==> src/rtl/csr_pkg.sv <==
// Shared definitions for the machine-mode CSR unit: addresses, field positions,
// operation encodings and trap cause codes.
package csr_pkg;

    localparam logic [11:0] CSR_MSTATUS   = 12'h300;
    localparam logic [11:0] CSR_MISA      = 12'h301;
    localparam logic [11:0] CSR_MIE       = 12'h304;
    localparam logic [11:0] CSR_MTVEC     = 12'h305;
    localparam logic [11:0] CSR_MSCRATCH  = 12'h340;
    localparam logic [11:0] CSR_MEPC      = 12'h341;
    localparam logic [11:0] CSR_MCAUSE    = 12'h342;
    localparam logic [11:0] CSR_MTVAL     = 12'h343;
    localparam logic [11:0] CSR_MIP       = 12'h344;
    localparam logic [11:0] CSR_MCYCLE    = 12'hB00;
    localparam logic [11:0] CSR_MINSTRET  = 12'hB02;
    localparam logic [11:0] CSR_MCYCLEH   = 12'hB80;
    localparam logic [11:0] CSR_MINSTRETH = 12'hB82;
    localparam logic [11:0] CSR_MHARTID   = 12'hF14;

    localparam int MSTATUS_MIE  = 3;
    localparam int MSTATUS_MPIE = 7;
    localparam int MIE_MTIE     = 7;
    localparam int MIP_MTIP     = 7;
    localparam logic [1:0] MSTATUS_MPP_M = 2'b11;

    typedef enum logic [1:0] {
        CSR_OP_NONE = 2'b00,
        CSR_OP_RW   = 2'b01,
        CSR_OP_RS   = 2'b10,
        CSR_OP_RC   = 2'b11
    } csr_op_e;

    localparam logic [31:0] CAUSE_MTI     = 32'h8000_0007;
    localparam logic [31:0] CAUSE_ILLEGAL = 32'd2;
    localparam logic [31:0] CAUSE_ECALL   = 32'd11;

    // MODE values 2 and 3 are reserved and collapse to direct mode.
    function automatic logic [31:0] mtvec_legalize(input logic [31:0] v);
        return {v[31:2], (v[1] ? 2'b00 : v[1:0])};
    endfunction

endpackage

==> src/rtl/csr_if.sv <==
// CSR access bus between the controller (master) and the CSR unit (slave).
// Single-cycle request: rdata/illegal answer combinationally in the csr_valid cycle.
interface csr_if;
    logic        csr_valid;
    logic [1:0]  csr_op;
    logic [11:0] csr_addr;
    logic        csr_src_zero;
    logic [31:0] csr_wdata;
    logic [31:0] csr_rdata;
    logic        csr_illegal;

    modport master (
        output csr_valid, csr_op, csr_addr, csr_src_zero, csr_wdata,
        input  csr_rdata, csr_illegal
    );
    modport slave (
        input  csr_valid, csr_op, csr_addr, csr_src_zero, csr_wdata,
        output csr_rdata, csr_illegal
    );
endinterface

==> src/rtl/csr_counter64.sv <==
// 64-bit free-running counter with per-half write ports; a write to one half
// takes precedence over the increment and leaves the other half unchanged.
module csr_counter64 (
    input  logic        clk,
    input  logic        rst,
    input  logic        i_inc,
    input  logic        i_wr_lo,
    input  logic        i_wr_hi,
    input  logic [31:0] i_wdata,
    output logic [63:0] o_count
);
    logic [63:0] r_count;

    always_ff @(posedge clk) begin
        if (rst) begin
            r_count <= 64'd0;
        end else if (i_wr_lo) begin
            r_count[31:0] <= i_wdata;
        end else if (i_wr_hi) begin
            r_count[63:32] <= i_wdata;
        end else if (i_inc) begin
            r_count <= r_count + 64'd1;
        end
    end

    assign o_count = r_count;
endmodule

==> src/rtl/csr_unit.sv <==
// Machine-mode CSR unit: implemented CSRs only, read-modify-write access,
// 64-bit cycle/instret counters, trap entry / mret sequencing and timer IRQ.
module csr_unit
    import csr_pkg::*;
#(
    parameter int          XLEN        = 32,
    parameter int          HARTID      = 0,
    parameter logic [31:0] MTVEC_RESET = 32'h0000_0000,
    parameter logic [31:0] MISA_VALUE  = 32'h4000_0100
) (
    input  logic            clk,
    input  logic            rst,
    csr_if.slave            csr,
    input  logic            instret,
    input  logic            timer_irq,
    input  logic            trap_valid,
    input  logic [XLEN-1:0] trap_cause,
    input  logic [XLEN-1:0] trap_pc,
    input  logic [XLEN-1:0] trap_tval,
    input  logic            mret_valid,
    output logic            redirect_valid,
    output logic [XLEN-1:0] redirect_pc,
    output logic            irq_pending,
    output logic [XLEN-1:0] mtvec,
    output logic [XLEN-1:0] mepc
);
    logic        r_mie, r_mpie, r_mtie, r_mtip;
    logic [31:0] r_mtvec, r_mscratch, r_mepc, r_mcause, r_mtval;

    logic [63:0] w_mcycle, w_minstret;
    logic [31:0] w_old, w_new;
    logic        w_impl, w_access, w_wr_intent, w_illegal, w_we;

    always_comb begin
        w_old  = 32'd0;
        w_impl = 1'b1;
        case (csr.csr_addr)
            CSR_MSTATUS: begin
                w_old[12:11]        = MSTATUS_MPP_M;
                w_old[MSTATUS_MPIE] = r_mpie;
                w_old[MSTATUS_MIE]  = r_mie;
            end
            CSR_MISA:      w_old = MISA_VALUE;
            CSR_MIE:       w_old[MIE_MTIE] = r_mtie;
            CSR_MTVEC:     w_old = r_mtvec;
            CSR_MSCRATCH:  w_old = r_mscratch;
            CSR_MEPC:      w_old = r_mepc;
            CSR_MCAUSE:    w_old = r_mcause;
            CSR_MTVAL:     w_old = r_mtval;
            CSR_MIP:       w_old[MIP_MTIP] = r_mtip;
            CSR_MCYCLE:    w_old = w_mcycle[31:0];
            CSR_MCYCLEH:   w_old = w_mcycle[63:32];
            CSR_MINSTRET:  w_old = w_minstret[31:0];
            CSR_MINSTRETH: w_old = w_minstret[63:32];
            CSR_MHARTID:   w_old = 32'(HARTID);
            default:       w_impl = 1'b0;
        endcase
    end

    always_comb begin
        w_new = csr.csr_wdata;
        case (csr_op_e'(csr.csr_op))
            CSR_OP_RS: w_new = w_old | csr.csr_wdata;
            CSR_OP_RC: w_new = w_old & ~csr.csr_wdata;
            default:   w_new = csr.csr_wdata;
        endcase
    end

    assign w_access    = csr.csr_valid && (csr.csr_op != CSR_OP_NONE);
    assign w_wr_intent = (csr.csr_op == CSR_OP_RW) || !csr.csr_src_zero;
    // Addresses with [11:10]==2'b11 are the read-only CSR space.
    assign w_illegal   = w_access && (!w_impl || (w_wr_intent && (csr.csr_addr[11:10] == 2'b11)));
    assign w_we        = w_access && w_wr_intent && !w_illegal && !trap_valid && !mret_valid;

    assign csr.csr_rdata   = csr.csr_valid ? w_old : 32'd0;
    assign csr.csr_illegal = w_illegal;

    csr_counter64 u_mcycle (
        .clk     (clk),
        .rst     (rst),
        .i_inc   (1'b1),
        .i_wr_lo (w_we && (csr.csr_addr == CSR_MCYCLE)),
        .i_wr_hi (w_we && (csr.csr_addr == CSR_MCYCLEH)),
        .i_wdata (w_new),
        .o_count (w_mcycle)
    );

    csr_counter64 u_minstret (
        .clk     (clk),
        .rst     (rst),
        .i_inc   (instret),
        .i_wr_lo (w_we && (csr.csr_addr == CSR_MINSTRET)),
        .i_wr_hi (w_we && (csr.csr_addr == CSR_MINSTRETH)),
        .i_wdata (w_new),
        .o_count (w_minstret)
    );

    always_ff @(posedge clk) begin
        if (rst) begin
            r_mie      <= 1'b0;
            r_mpie     <= 1'b0;
            r_mtie     <= 1'b0;
            r_mtip     <= 1'b0;
            r_mtvec    <= MTVEC_RESET;
            r_mscratch <= 32'd0;
            r_mepc     <= 32'd0;
            r_mcause   <= 32'd0;
            r_mtval    <= 32'd0;
        end else begin
            r_mtip <= timer_irq;
            if (trap_valid) begin
                r_mepc   <= {trap_pc[31:2], 2'b00};
                r_mcause <= trap_cause;
                r_mtval  <= trap_tval;
                r_mpie   <= r_mie;
                r_mie    <= 1'b0;
            end else if (mret_valid) begin
                r_mie  <= r_mpie;
                r_mpie <= 1'b1;
            end else if (w_we) begin
                case (csr.csr_addr)
                    CSR_MSTATUS: begin
                        r_mie  <= w_new[MSTATUS_MIE];
                        r_mpie <= w_new[MSTATUS_MPIE];
                    end
                    CSR_MIE:      r_mtie     <= w_new[MIE_MTIE];
                    CSR_MTVEC:    r_mtvec    <= mtvec_legalize(w_new);
                    CSR_MSCRATCH: r_mscratch <= w_new;
                    CSR_MEPC:     r_mepc     <= {w_new[31:2], 2'b00};
                    CSR_MCAUSE:   r_mcause   <= w_new;
                    CSR_MTVAL:    r_mtval    <= w_new;
                    default: ;
                endcase
            end
        end
    end

    // Vectored mode offsets only interrupts, by 4 * cause code.
    always_comb begin
        redirect_pc = 32'd0;
        if (trap_valid) begin
            redirect_pc = {r_mtvec[31:2], 2'b00};
            if ((r_mtvec[1:0] == 2'b01) && trap_cause[31])
                redirect_pc = redirect_pc + {25'd0, trap_cause[4:0], 2'b00};
        end else if (mret_valid) begin
            redirect_pc = r_mepc;
        end
    end

    assign redirect_valid = !rst && (trap_valid || mret_valid);
    assign irq_pending    = !rst && r_mie && r_mtie && r_mtip;
    assign mtvec          = r_mtvec;
    assign mepc           = r_mepc;
endmodule

==> src/flat_wrapper.sv <==
// flat-port wrapper written by rule: the top's interface ports become plain ports
module csr_unit_flat import csr_pkg::*;
#(
    parameter int          XLEN        = 32,
    parameter int          HARTID      = 0,
    parameter logic [31:0] MTVEC_RESET = 32'h0000_0000,
    parameter logic [31:0] MISA_VALUE  = 32'h4000_0100
)
  (clk, rst, instret, timer_irq, trap_valid, trap_cause, trap_pc, trap_tval, mret_valid, redirect_valid, redirect_pc, irq_pending, mtvec, mepc, csr_csr_valid, csr_csr_op, csr_csr_addr, csr_csr_src_zero, csr_csr_wdata, csr_csr_rdata, csr_csr_illegal);
  csr_if csr_i ();
  input  logic clk;
  input  logic rst;
  input  logic instret;
  input  logic timer_irq;
  input  logic trap_valid;
  input  logic [XLEN-1:0] trap_cause;
  input  logic [XLEN-1:0] trap_pc;
  input  logic [XLEN-1:0] trap_tval;
  input  logic mret_valid;
  output logic redirect_valid;
  output logic [XLEN-1:0] redirect_pc;
  output logic irq_pending;
  output logic [XLEN-1:0] mtvec;
  output logic [XLEN-1:0] mepc;
  input wire logic [$bits(csr_i.csr_valid)-1:0] csr_csr_valid;
  input wire logic [$bits(csr_i.csr_op)-1:0] csr_csr_op;
  input wire logic [$bits(csr_i.csr_addr)-1:0] csr_csr_addr;
  input wire logic [$bits(csr_i.csr_src_zero)-1:0] csr_csr_src_zero;
  input wire logic [$bits(csr_i.csr_wdata)-1:0] csr_csr_wdata;
  output wire logic [$bits(csr_i.csr_rdata)-1:0] csr_csr_rdata;
  output wire logic [$bits(csr_i.csr_illegal)-1:0] csr_csr_illegal;
  assign csr_i.csr_valid = csr_csr_valid;
  assign csr_i.csr_op = csr_csr_op;
  assign csr_i.csr_addr = csr_csr_addr;
  assign csr_i.csr_src_zero = csr_csr_src_zero;
  assign csr_i.csr_wdata = csr_csr_wdata;
  assign csr_csr_rdata = csr_i.csr_rdata;
  assign csr_csr_illegal = csr_i.csr_illegal;
  csr_unit #(.XLEN(XLEN), .HARTID(HARTID), .MTVEC_RESET(MTVEC_RESET), .MISA_VALUE(MISA_VALUE)) u_core (.clk(clk), .rst(rst), .csr(csr_i), .instret(instret), .timer_irq(timer_irq), .trap_valid(trap_valid), .trap_cause(trap_cause), .trap_pc(trap_pc), .trap_tval(trap_tval), .mret_valid(mret_valid), .redirect_valid(redirect_valid), .redirect_pc(redirect_pc), .irq_pending(irq_pending), .mtvec(mtvec), .mepc(mepc));
endmodule
==> config.mk <==
export PLATFORM = sky130hd
export DESIGN_NAME = csr_unit_flat
export DESIGN_NICKNAME = d
export VERILOG_FILES = /design/src/rtl/csr_pkg.sv /design/src/rtl/csr_if.sv /design/src/rtl/csr_counter64.sv /design/src/rtl/csr_unit.sv /design/src/flat_wrapper.sv
export SDC_FILE = /design/constraint.sdc
export NUM_CORES = 1
export LEC_CHECK = 0
export CORE_ASPECT_RATIO = 0.5
export CORE_MARGIN = 1.5
export CORE_UTILIZATION = 35
export CTS_CLUSTER_DIAMETER = 100
export DETAILED_ROUTE_END_ITERATION = 10
export PLACE_DENSITY = 0.58
export SYNTH_ARGS = -nofsm -noshare
export SYNTH_HDL_FRONTEND = slang
export SYNTH_SLANG_ARGS = --single-unit
==> constraint.sdc <==
create_clock -name clk -period 5.2 [get_ports clk]
set_clock_uncertainty 0.05 [all_clocks]
set_input_delay 0.78 -clock clk [delete_from_list [all_inputs] [get_ports clk]]
set_output_delay 0.78 -clock clk [all_outputs]
set_load 0.03 [all_outputs]
* After elaboration in Yosys (flattened, before gate mapping) *
Index checks and enable logic that the tools add are counted.

word-level totals
  register bits after elaboration = 290
  output and inout bits = 131
  word-level logic and storage cells = 132

operators by class
  add/subtract/negate cells = 3
  equality and inequality tests = 22
  muxes and demuxes = 40
  bitwise gates (word level) = 6
  reduce and logical (&&, ||, !) cells = 48

operators with widths
  kind                   number
  $mux 32                22
  $pmux 19 s10           1
  $add 64x1->64 const B  2
  $eq 12x10->1 const B   9
  $mux 64                1
  $pmux 32 s2            1
  $eq 12x12->1 const B   5
  $pmux 3 s9             2
  $add 32x7->32          1
  $and 32x32->32         1
  $not 32->32            1
  $or 32x32->32          1
  $pmux 3 s10            1
  $pmux 2 s10            1
  $reduce_bool 2->1      9
  $logic_and 1x1->1      16
  $reduce_or 14->1       1
  $pmux 1 s12            1
  $reduce_and 4->1       3
  $pmux 1 s10            1
  $mux 1                 9
  $reduce_and 3->1       3
  $reduce_and 2->1       4
  $eq 2x2->1 const B     3
  other kinds (7)        20

* Logic depth before layout (Yosys ltp) *
Gate-level depths: netlist (run 1).

  depth after elaboration = 13
  depth in mapped cells = 10

* By module *
From an unflattened synthesis (run 1), not the netlist that was laid out.

second synthesis, totals
  cell total of the unflattened synthesis = 2519
  area, all modules = 19441.1 µm²

modules (own cells, without submodules)
  module         times used  cells an instance  area an instance (µm²)  sequential area each (µm²)
  csr_unit       1           1365               10755.3                 3223.1
  csr_counter64  2           577                4342.9                  1281.2

* Worst setup path before layout (run 1) *
Ideal clock, no wire load.

  kind = input port to output port
  start point = input port trap_cause[0]
  end point = output port redirect_pc[26]
  arrival time = 3172 ps
  data required time = 4370 ps
  setup slack = 1198 ps
  stages = 9
  buffers on the path = 0
  path through = ha_1 > inv_1 > fa_1 > nor2b_1 > o21ai_0 > a21boi_1 > o2111ai_1 > or3_1 > a31oi_1

between the ends
  word-level cells in the longest chain between the ends = 3

ends and longest elaborated chain
  element          line                RTL
  start, declared  flat_wrapper.sv:16  input logic [XLEN-1:0] trap_cause;
  $add 32x7->32    csr_unit.sv:144     redirect_pc = redirect_pc + {25'd0, trap_cause[4:0], 2'b00};
  $mux 32          csr_unit.sv:143     if ((r_mtvec[1:0] == 2'b01) && trap_cause[31])
  $mux 32          csr_unit.sv:141     if (trap_valid) begin
  end, declared    flat_wrapper.sv:21  output logic [XLEN-1:0] redirect_pc;

Every way passes these cells.

* Worst setup path in the final report (run 1) *
  start point = register u_core.r_mtvec[8], in the netlist u_core.mtvec[8]
  end point = output port redirect_pc[31]

between the ends
  word-level cells in the longest chain between the ends = 3

ends and longest elaborated chain
  element                 line             RTL
  start, declared         csr_unit.sv:28   logic [31:0] r_mtvec, r_mscratch, r_mepc, r_mcause, r_mtval;
  start signal, assigned  csr_unit.sv:127  CSR_MTVEC: r_mtvec <= mtvec_legalize(w_new);
  $add 32x7->32           csr_unit.sv:144
  $mux 32                 csr_unit.sv:143
  $mux 32                 csr_unit.sv:141

Every way passes these cells.

==> results of run 1 <==
[stage by stage]
stage	std cells	setup slack, ns	instance area [um2]	hold slack [ns]
floorplan	2352	1.20	18600	0.391
global placement	3266	0.411	22600	0.409
detailed placement	3266	0.428	22600	0.415
CTS	3320	0.378	23600	0.432
global route	3320	0.0451	23600	0.453
finish	3323	0.118	23600	0.432
[worst max-delay path by stage]
stage                            startpoint               to  slack, ns  cells after the start
4_1_cts        u_core.mtvec[8]$_SDFFE_PP0P_  redirect_pc[31]       0.38                      7
3_3_place_gp                  trap_cause[1]  redirect_pc[24]       0.41                     11
5_1_grt        u_core.mtvec[8]$_SDFFE_PP0P_  redirect_pc[31]       0.05                      7
6_report       u_core.mtvec[8]$_SDFFE_PP0P_  redirect_pc[31]       0.12                      7
2_1_floorplan                 trap_cause[0]  redirect_pc[26]       1.20                      9
3_5_place_dp                  trap_cause[1]  redirect_pc[24]       0.43                     11
[layout make-up]
type	count	area share
Clock inverter	14	0.00800
Clock buffer	40	0.0360
Timing Repair Buffer	413	0.165
Inverter	37	0.00588
Multi-Input combinational cell	1826	0.503
Sequential cell	289	0.245
Antenna cell	3	0.000318
Tap cell	701	0.0371
[cell usage in the layout, fill, tap and decap left out, types with 10 or more instances in the layout]
cell type and n:
xor2_1 36, buf_4 163, a311oi_1 10, and4_1 17, o211ai_1 13, and3_1 34
buf_12 17, clkbuf_16 31, nor3_1 52, mux2i_1 37, a41oi_1 11, xnor2_1 57
nand2b_1 11, mux2_2 26, a22oi_1 117, or3_1 21, nand3_1 107, or4_1 13
nand2_1 193, nand4_1 87, a21oi_1 130, o22ai_1 50, o21ai_0 212, o2bb2ai_1 10
a31oi_1 47, a211oi_1 41, nor2_1 144, o31a_1 19, dfxtp_1 289, inv_1 35
clkdlybuf4s50_1 231, nor4_1 50, and2_1 22, o2111ai_1 12
[layer usage]
layer | wire length (um) | up-vias | track usage | part of all wire
met5 | 13 | - | 0 | 0.00011
met4 | 5450 | 2 | 0.160 | 0.048
met3 | 15200 | 311 | 0.0952 | 0.13
met2 | 47200 | 1791 | 0.581 | 0.41
met1 | 46700 | 11200 | 0.575 | 0.41
li1 | - | 9550 | - | -
[Yosys cell counts (all sizes together) (48+ instances only)]
cell type,n
nand3,107
a21oi,133
nor4,57
clkbuf,128
a22oi,117
o21ai,220
xnor2,57
nor2,150
nand4,90
nor3,66
o22ai,50
buf,72
nand2,194
dfxtp,289
a31oi,48
[worst max-delay path, delay by kind of cell, from the launching register on]
| kind | cells | cell delay [ns] |
|---|---|---|
| and+or+nand+nor | 5 | 2.15 |
| AOI/OAI and AO/OA | 1 | 0.11 |
| DFF | 1 | 0.72 |
| buffers and inverters | 1 | 0.67 |
[cell families after synthesis]
family	count (synthesis)
simple gates	833
compound gates	816
flops	289
buf+inv	237
xor+xnor	93
mux	71
fa+ha+maj	8
other cells	1
[sequential cells by signal (all words and copies together) (netlist names)]
name,cells
u_core.mtvec,31
u_core.r_mtie,1
u_core.u_mcycle.o_count,64
u_core.mepc,30
u_core.r_mie,1
u_core.r_mtval,32
u_core.r_mtip,1
u_core.u_minstret.o_count,64
u_core.r_mpie,1
u_core.r_mscratch,32
u_core.r_mcause,32
[report_power, final]
group	switching, mW	total (mW)	leakage (nW)	internal, mW
combinational	0.501	0.776	4.90	0.275
sequential	0.0667	2.33	2.35	2.26
clock	1.06	2.41	0.490	1.35
total	1.63	5.51	7.73	3.88
==> impl_results.md, run 1 <==
- Final period utilization: 0.977
- Largest family of logic cells by synthesized area: compound AO/OA/AOI/OAI gates
- Final WL: 115 mm
- Antenna viol nets, final: 0
- Status: finished with violations
- Syn avg cell area: 7.92 um2
- TritonCTS clock tree: done
- CTS buffer count: 31
- Power Total: 5.51 mW
- Startpoint types: register
- Layout Nets: 2,756
- Clock Tree Root: clkbuf_16
- PortBufs: around 270
- Crit path capture type: output pin
- Slew @ Worst Pin: 1.48 ns
- Dominant synthesized flop cell: dfxtp_1
- Worst-path clk slew: 0.06 ns
- Async SR Flop Fraction: 0
- Post-synth top area share: 0.311
- Yosys reg bits: ~290
- Peak supply drop: ~0.28 mV
- DP HPWL: 85.5 mm
- RSZ-0062 raised after global routing: false
- Adder-cell share of the synthesized area: 0.00579
- Post-Synth Simple-Gate Area: 0.243
- Util after Layout: 0.453
- Starting Density: 0.356
- Post-route DRC: 0
- CTS sink cnt: between 200 and 300
- Count of cell types in the netlist: around 100
- Register area: 0.00579 mm2
- Xor/xnor share of the synthesized area: 0.0438
- Register-to-Register Path Depth: 6
- Hold EP: u_core.r_mcause[3]$_SDFFE_PP0P_
- First-pass GRT wire length: between 150 and 200 mm
- Worst path max stage delay: 0.72 ns
- Setup violations, final: 0
- H-tree depth: 1
- Hold path depth: 2
- Routed vias: 22,900
- GP Congestion: 1.08
- Cells after synthesis: 2,348
- Row cnt: 59
- Clock Tree Buf Depth: 3
- Final worst path period need: a little over 5 ns
- CTS Hold Bufs: 0
- Die X: between 300 and 400 um
- DRT Pass-1 Iters: 6
- PD cells: 233 mW/mm2
- EDFF count, synth: 0
- Headroom to the max-slew limit: 0.0112
- Filler Cell Count: approximately 5,300
- Worst EP arrival: roughly 4.3 ns
- Share of cells above drive strength 1: 0.129
- Critical-path cell list: nand4_1 -> nor2_1 -> nand3_1 -> nor3_1 -> and4b_1 -> a311o_1 -> clkdlybuf4s50_1
- Worst min path class: register to register
- Hold Startpoint: u_core.r_mcause[3]$_SDFFE_PP0P_
- Die H: 166 um
- Setup repair bufs after CTS: 0
- Initial drt markers: approximately 3,800
- Die Area: 0.0546 mm2
- Synth warnings: 0
- Worst-Skew Late Latency: 0.64 ns
- Reg-to-reg slack, setup: about 2.1 ns
- Mux contribution to synthesized area: 0.0454
- Initial antenna violation count: 4
- Worst-path maximum fanout: 9
- Critical Path Slowest Stage Cell: dfxtp_1
- Largest net degree at the start of global routing: 74
- Reg2reg start: u_core.mepc[5]$_SDFFE_PP0P_
- Final hold vios: 0
- Number of global-route vias before repair: 20,200
- Netlist Area Pre-Place: between 0.015 and 0.02 mm2
- Setup TNS: 0 ns
- Failing checks: max-capacitance violations
- Overflow after GRT: 0
- Ports: between 200 and 300
- Max frequency: 197 MHz
- Layout area overhead: 27.0%
- Sequential fraction of the synthesis area: 0.311
- DR vias/cell: 6.88
- Area of the multi-input gates: 0.0119 mm2
- Resized Gates After CTS: 0
- Compound-Gate Fraction of Synth Area: 0.293
- All-Layer GR Usage: 0.404
- Yosys top cell by area: dfxtp_1
- Pins Over Slew Limit: 0
- Area contributors post-synth: dfxtp_1, o21ai_0, a22oi_1, nand2_1, a21oi_1
- Leakage: 7.73 nW
- Core Footprint: 0.0522 mm2
- WP data required: approximately 4.4 ns
- Drt wl/cell: 34.5 um
- Max_cap viols: 1
- R2r endpoint: u_core.u_mcycle.o_count[37]$_SDFFE_PP0N_
- Crit Path Category: register to output pin
(Power assumes the default switching activity.)
==> run 2, diff against run 1 <==
--- a/config.mk
+++ b/config.mk
@@ -11,6 +11,7 @@
 export CTS_CLUSTER_DIAMETER = 100
 export DETAILED_ROUTE_END_ITERATION = 10
 export PLACE_DENSITY = 0.58
+export SLEW_MARGIN = 25
 export SYNTH_ARGS = -nofsm -noshare
 export SYNTH_HDL_FRONTEND = slang
 export SYNTH_SLANG_ARGS = --single-unit
==> run 2 against run 1 <==
  * The run now ends clean
  * Fmax increased by 2.5%
  * Routed wire length down 0.82%
  * Die area did not move
  * Sequential cell count unchanged
  * Highest routed layer unchanged
  * Clock power is 2% lower
  * Global-route usage decreased by 0.37 points
  * Via count shrank 1.5%
  * Core utilization up 0.084 points
  * Power is 0.78% lower
  * Combinational power barely moved
==> impl_results.md, run 2 (same netlist as run 1, synthesis figures left out) <==
- H-tree depth: 1 (unchanged)
- Reg2reg start: u_core.u_mcycle.o_count[3]$_SDFFE_PP0P_
- Share of cells above drive strength 1: 0.132 (+0.00285)
- Final WL: 114 mm (-0.82%)
- Register-to-Register Path Depth: 6 (unchanged)
- Final hold vios: 0 (unchanged)
- Drt wl/cell: 34.2 um (-0.94%)
- RSZ-0062 raised after global routing: false
- Die X: 329 um (unchanged)
- Final period utilization: 0.953 (-0.0241)
- Startpoint types: register
- Initial drt markers: 3,813 (+1.3%)
- Status: completed
- Max frequency: 202 MHz (+2.5%)
- GP Congestion: 1.08 (unchanged)
- Number of global-route vias before repair: 19,900 (-1.2%)
- Headroom to the max-slew limit: 0.257 (+0.246)
- Power Total: 5.47 mW (-0.78%)
- Clock Tree Root: clkbuf_16
- Worst EP arrival: 4.13 ns (-0.12 ns)
- Layout Nets: 2,757 (+0.036%)
- First-pass GRT wire length: 157 mm (-0.98%)
- Post-route DRC: 0 (unchanged)
- Peak supply drop: 0.216 mV (-22%)
- Post-Layout Inst Area: 0.0237 mm2 (+0.19%)
- Hold EP: u_core.r_mcause[3]$_SDFFE_PP0P_
- CTS buffer count: 31 (unchanged)
- Reg-to-reg slack, setup: 2.07 ns (-0.05 ns)
- Setup TNS: 0 ns (unchanged)
- Worst-path maximum fanout: 9 (unchanged)
- Combinational Power Share: 0.142 (about the same)
- Commonest non-fill, non-tap cell in the layout: dfxtp_1
- PortBufs: 273 (unchanged)
- Worst-path clk slew: 0.06 ns (about the same)
- Die Area: 0.0546 mm2 (unchanged)
- Ports: 281 (unchanged)
- DP Area: 0.0226 mm2 (about the same)
- Worst min path class: register to register
- Util after Layout: 0.453 (+0.000839)
- PD cells: 231 mW/mm2 (-0.97%)
- Worst-Skew Late Latency: 0.62 ns (-0.02 ns)
- Final worst path period need: 4.96 ns (-0.126 ns)
- Hold Startpoint: u_core.r_mcause[3]$_SDFFE_PP0P_
- NetSw: 1.62 mW (-0.73%)
- Row cnt: 59 (unchanged)
- DR vias/cell: 6.77 (-1.6%)
- Die H: 166 um (unchanged)
- Routed vias: 22,500 (-1.5%)
- All-Layer GR Usage: 0.400 (-0.00374)
- Internal: 3.85 mW (-0.81%)
- R2r endpoint: u_core.u_mcycle.o_count[63]$_SDFFE_PP0N_
- Overflow after GRT: 0 (unchanged)
- Clock power share: 0.433 (-0.004)
- Layout area overhead: 27.3%
- CTS sink cnt: 289 (unchanged)
- Crit Path Category: register to output pin
- TritonCTS clock tree: done
- Starting Density: 0.356 (unchanged)
- DP HPWL: 85.3 mm (-0.26%)
- Pins Over Slew Limit: 0 (unchanged)
- DRT Pass-1 Iters: 6 (unchanged)
- Slew @ Worst Pin: 1.11 ns (-0.364 ns)
- Sw Ratio: 0.296 (about the same)
- WP data required: 4.37 ns (about the same)
- Core Footprint: 0.0522 mm2 (unchanged)
- Antenna viol nets, final: 0 (unchanged)
- Clock Tree Buf Depth: 3 (unchanged)
- Max_cap viols: 0 (-1)
- Leakage: 7.76 nW (+0.34%)
- Setup violations, final: 0 (unchanged)
- Crit path capture type: output pin
- Most frequent cells in the layout: dfxtp_1, clkdlybuf4s50_1, o21ai_0
- Hold path depth: 2 (unchanged)
- Initial antenna violation count: 6 (+2)
- Sequential power share: 0.425 (+0.003)
- Largest net degree at the start of global routing: 74 (unchanged)
run 2: changes by cell type in the layout (fill, tap and decap cells not counted), sizes merged:
cell	previous run	this run
bufinv	4	2
clkinvlp	6	3
inv	37	38
clkbuf	40	44
clkinv	4	7
buf	182	183
run 2: critical path, stage by stage, from the launching register on:
cell	delay, ns
dfxtp_1	0.74
nand4_1	0.50
nor2_2	0.40
nand3_1	0.21
nor3_1	0.59
and4b_1	0.29
a311o_1	0.11
clkdlybuf4s50_1	0.67
run 2: per-stage QoR:
stage          hold WS, ns  worst slack [ns]  instances
4_1_cts              0.433             0.360       3324
6_report             0.428             0.244       3327
3_5_place_dp         0.415             0.427       3267
2_1_floorplan        0.391              1.20       2352
3_3_place_gp         0.409             0.411       3266
5_1_grt              0.464             0.111       3324
run 2: routing by layer:
metal | global-route usage | vias up | wire, um
li1 | - | 9581 | -
met5 | 0 | - | 19
met2 | 0.576 | 1522 | 46800
met3 | 0.112 | 319 | 14600
met1 | 0.560 | 11100 | 46700
met4 | 0.157 | 4 | 5490
run 2: what timing repair did:
item / CTS / global route
resized for setup: 0 / 1
endpoints found under the setup margin: 0 / 1
setup buffers: 0 / 0
hold buffers: 0 / 0
run 2: layout make-up:
class	count	area (um2)
Antenna cell	3	7.51
Clock buffer	44	905
Clock inverter	13	138
Fill cell	5196	28500
Inverter	37	139
Multi-Input combinational cell	1826	11900
Sequential cell	289	5790
Tap cell	701	877
Timing Repair Buffer	414	3900
run 2: how the worst max path moves through the flow:
stage,slack (ns),from,endpoint,cells past startpoint
after floorplan,1.20,trap_cause[0],redirect_pc[26],9
after global placement,0.41,trap_cause[1],redirect_pc[24],11
after detailed placement,0.43,trap_cause[1],redirect_pc[24],11
after CTS,0.36,u_core.mtvec[9]$_SDFFE_PP0P_,redirect_pc[31],7
after global routing,0.11,u_core.mtvec[8]$_SDFFE_PP0P_,redirect_pc[31],7
final,0.24,u_core.mtvec[8]$_SDFFE_PP0P_,redirect_pc[31],7
run 2: power by group through the flow:
stage	registers [mW]	logic (mW)	clock network, mW
after floorplan	2.36	0.300	0
after global placement	2.37	0.741	0
after detailed placement	2.37	0.744	0
after CTS	2.32	0.746	2.37
after global routing	2.33	0.788	2.46
final	2.33	0.777	2.37
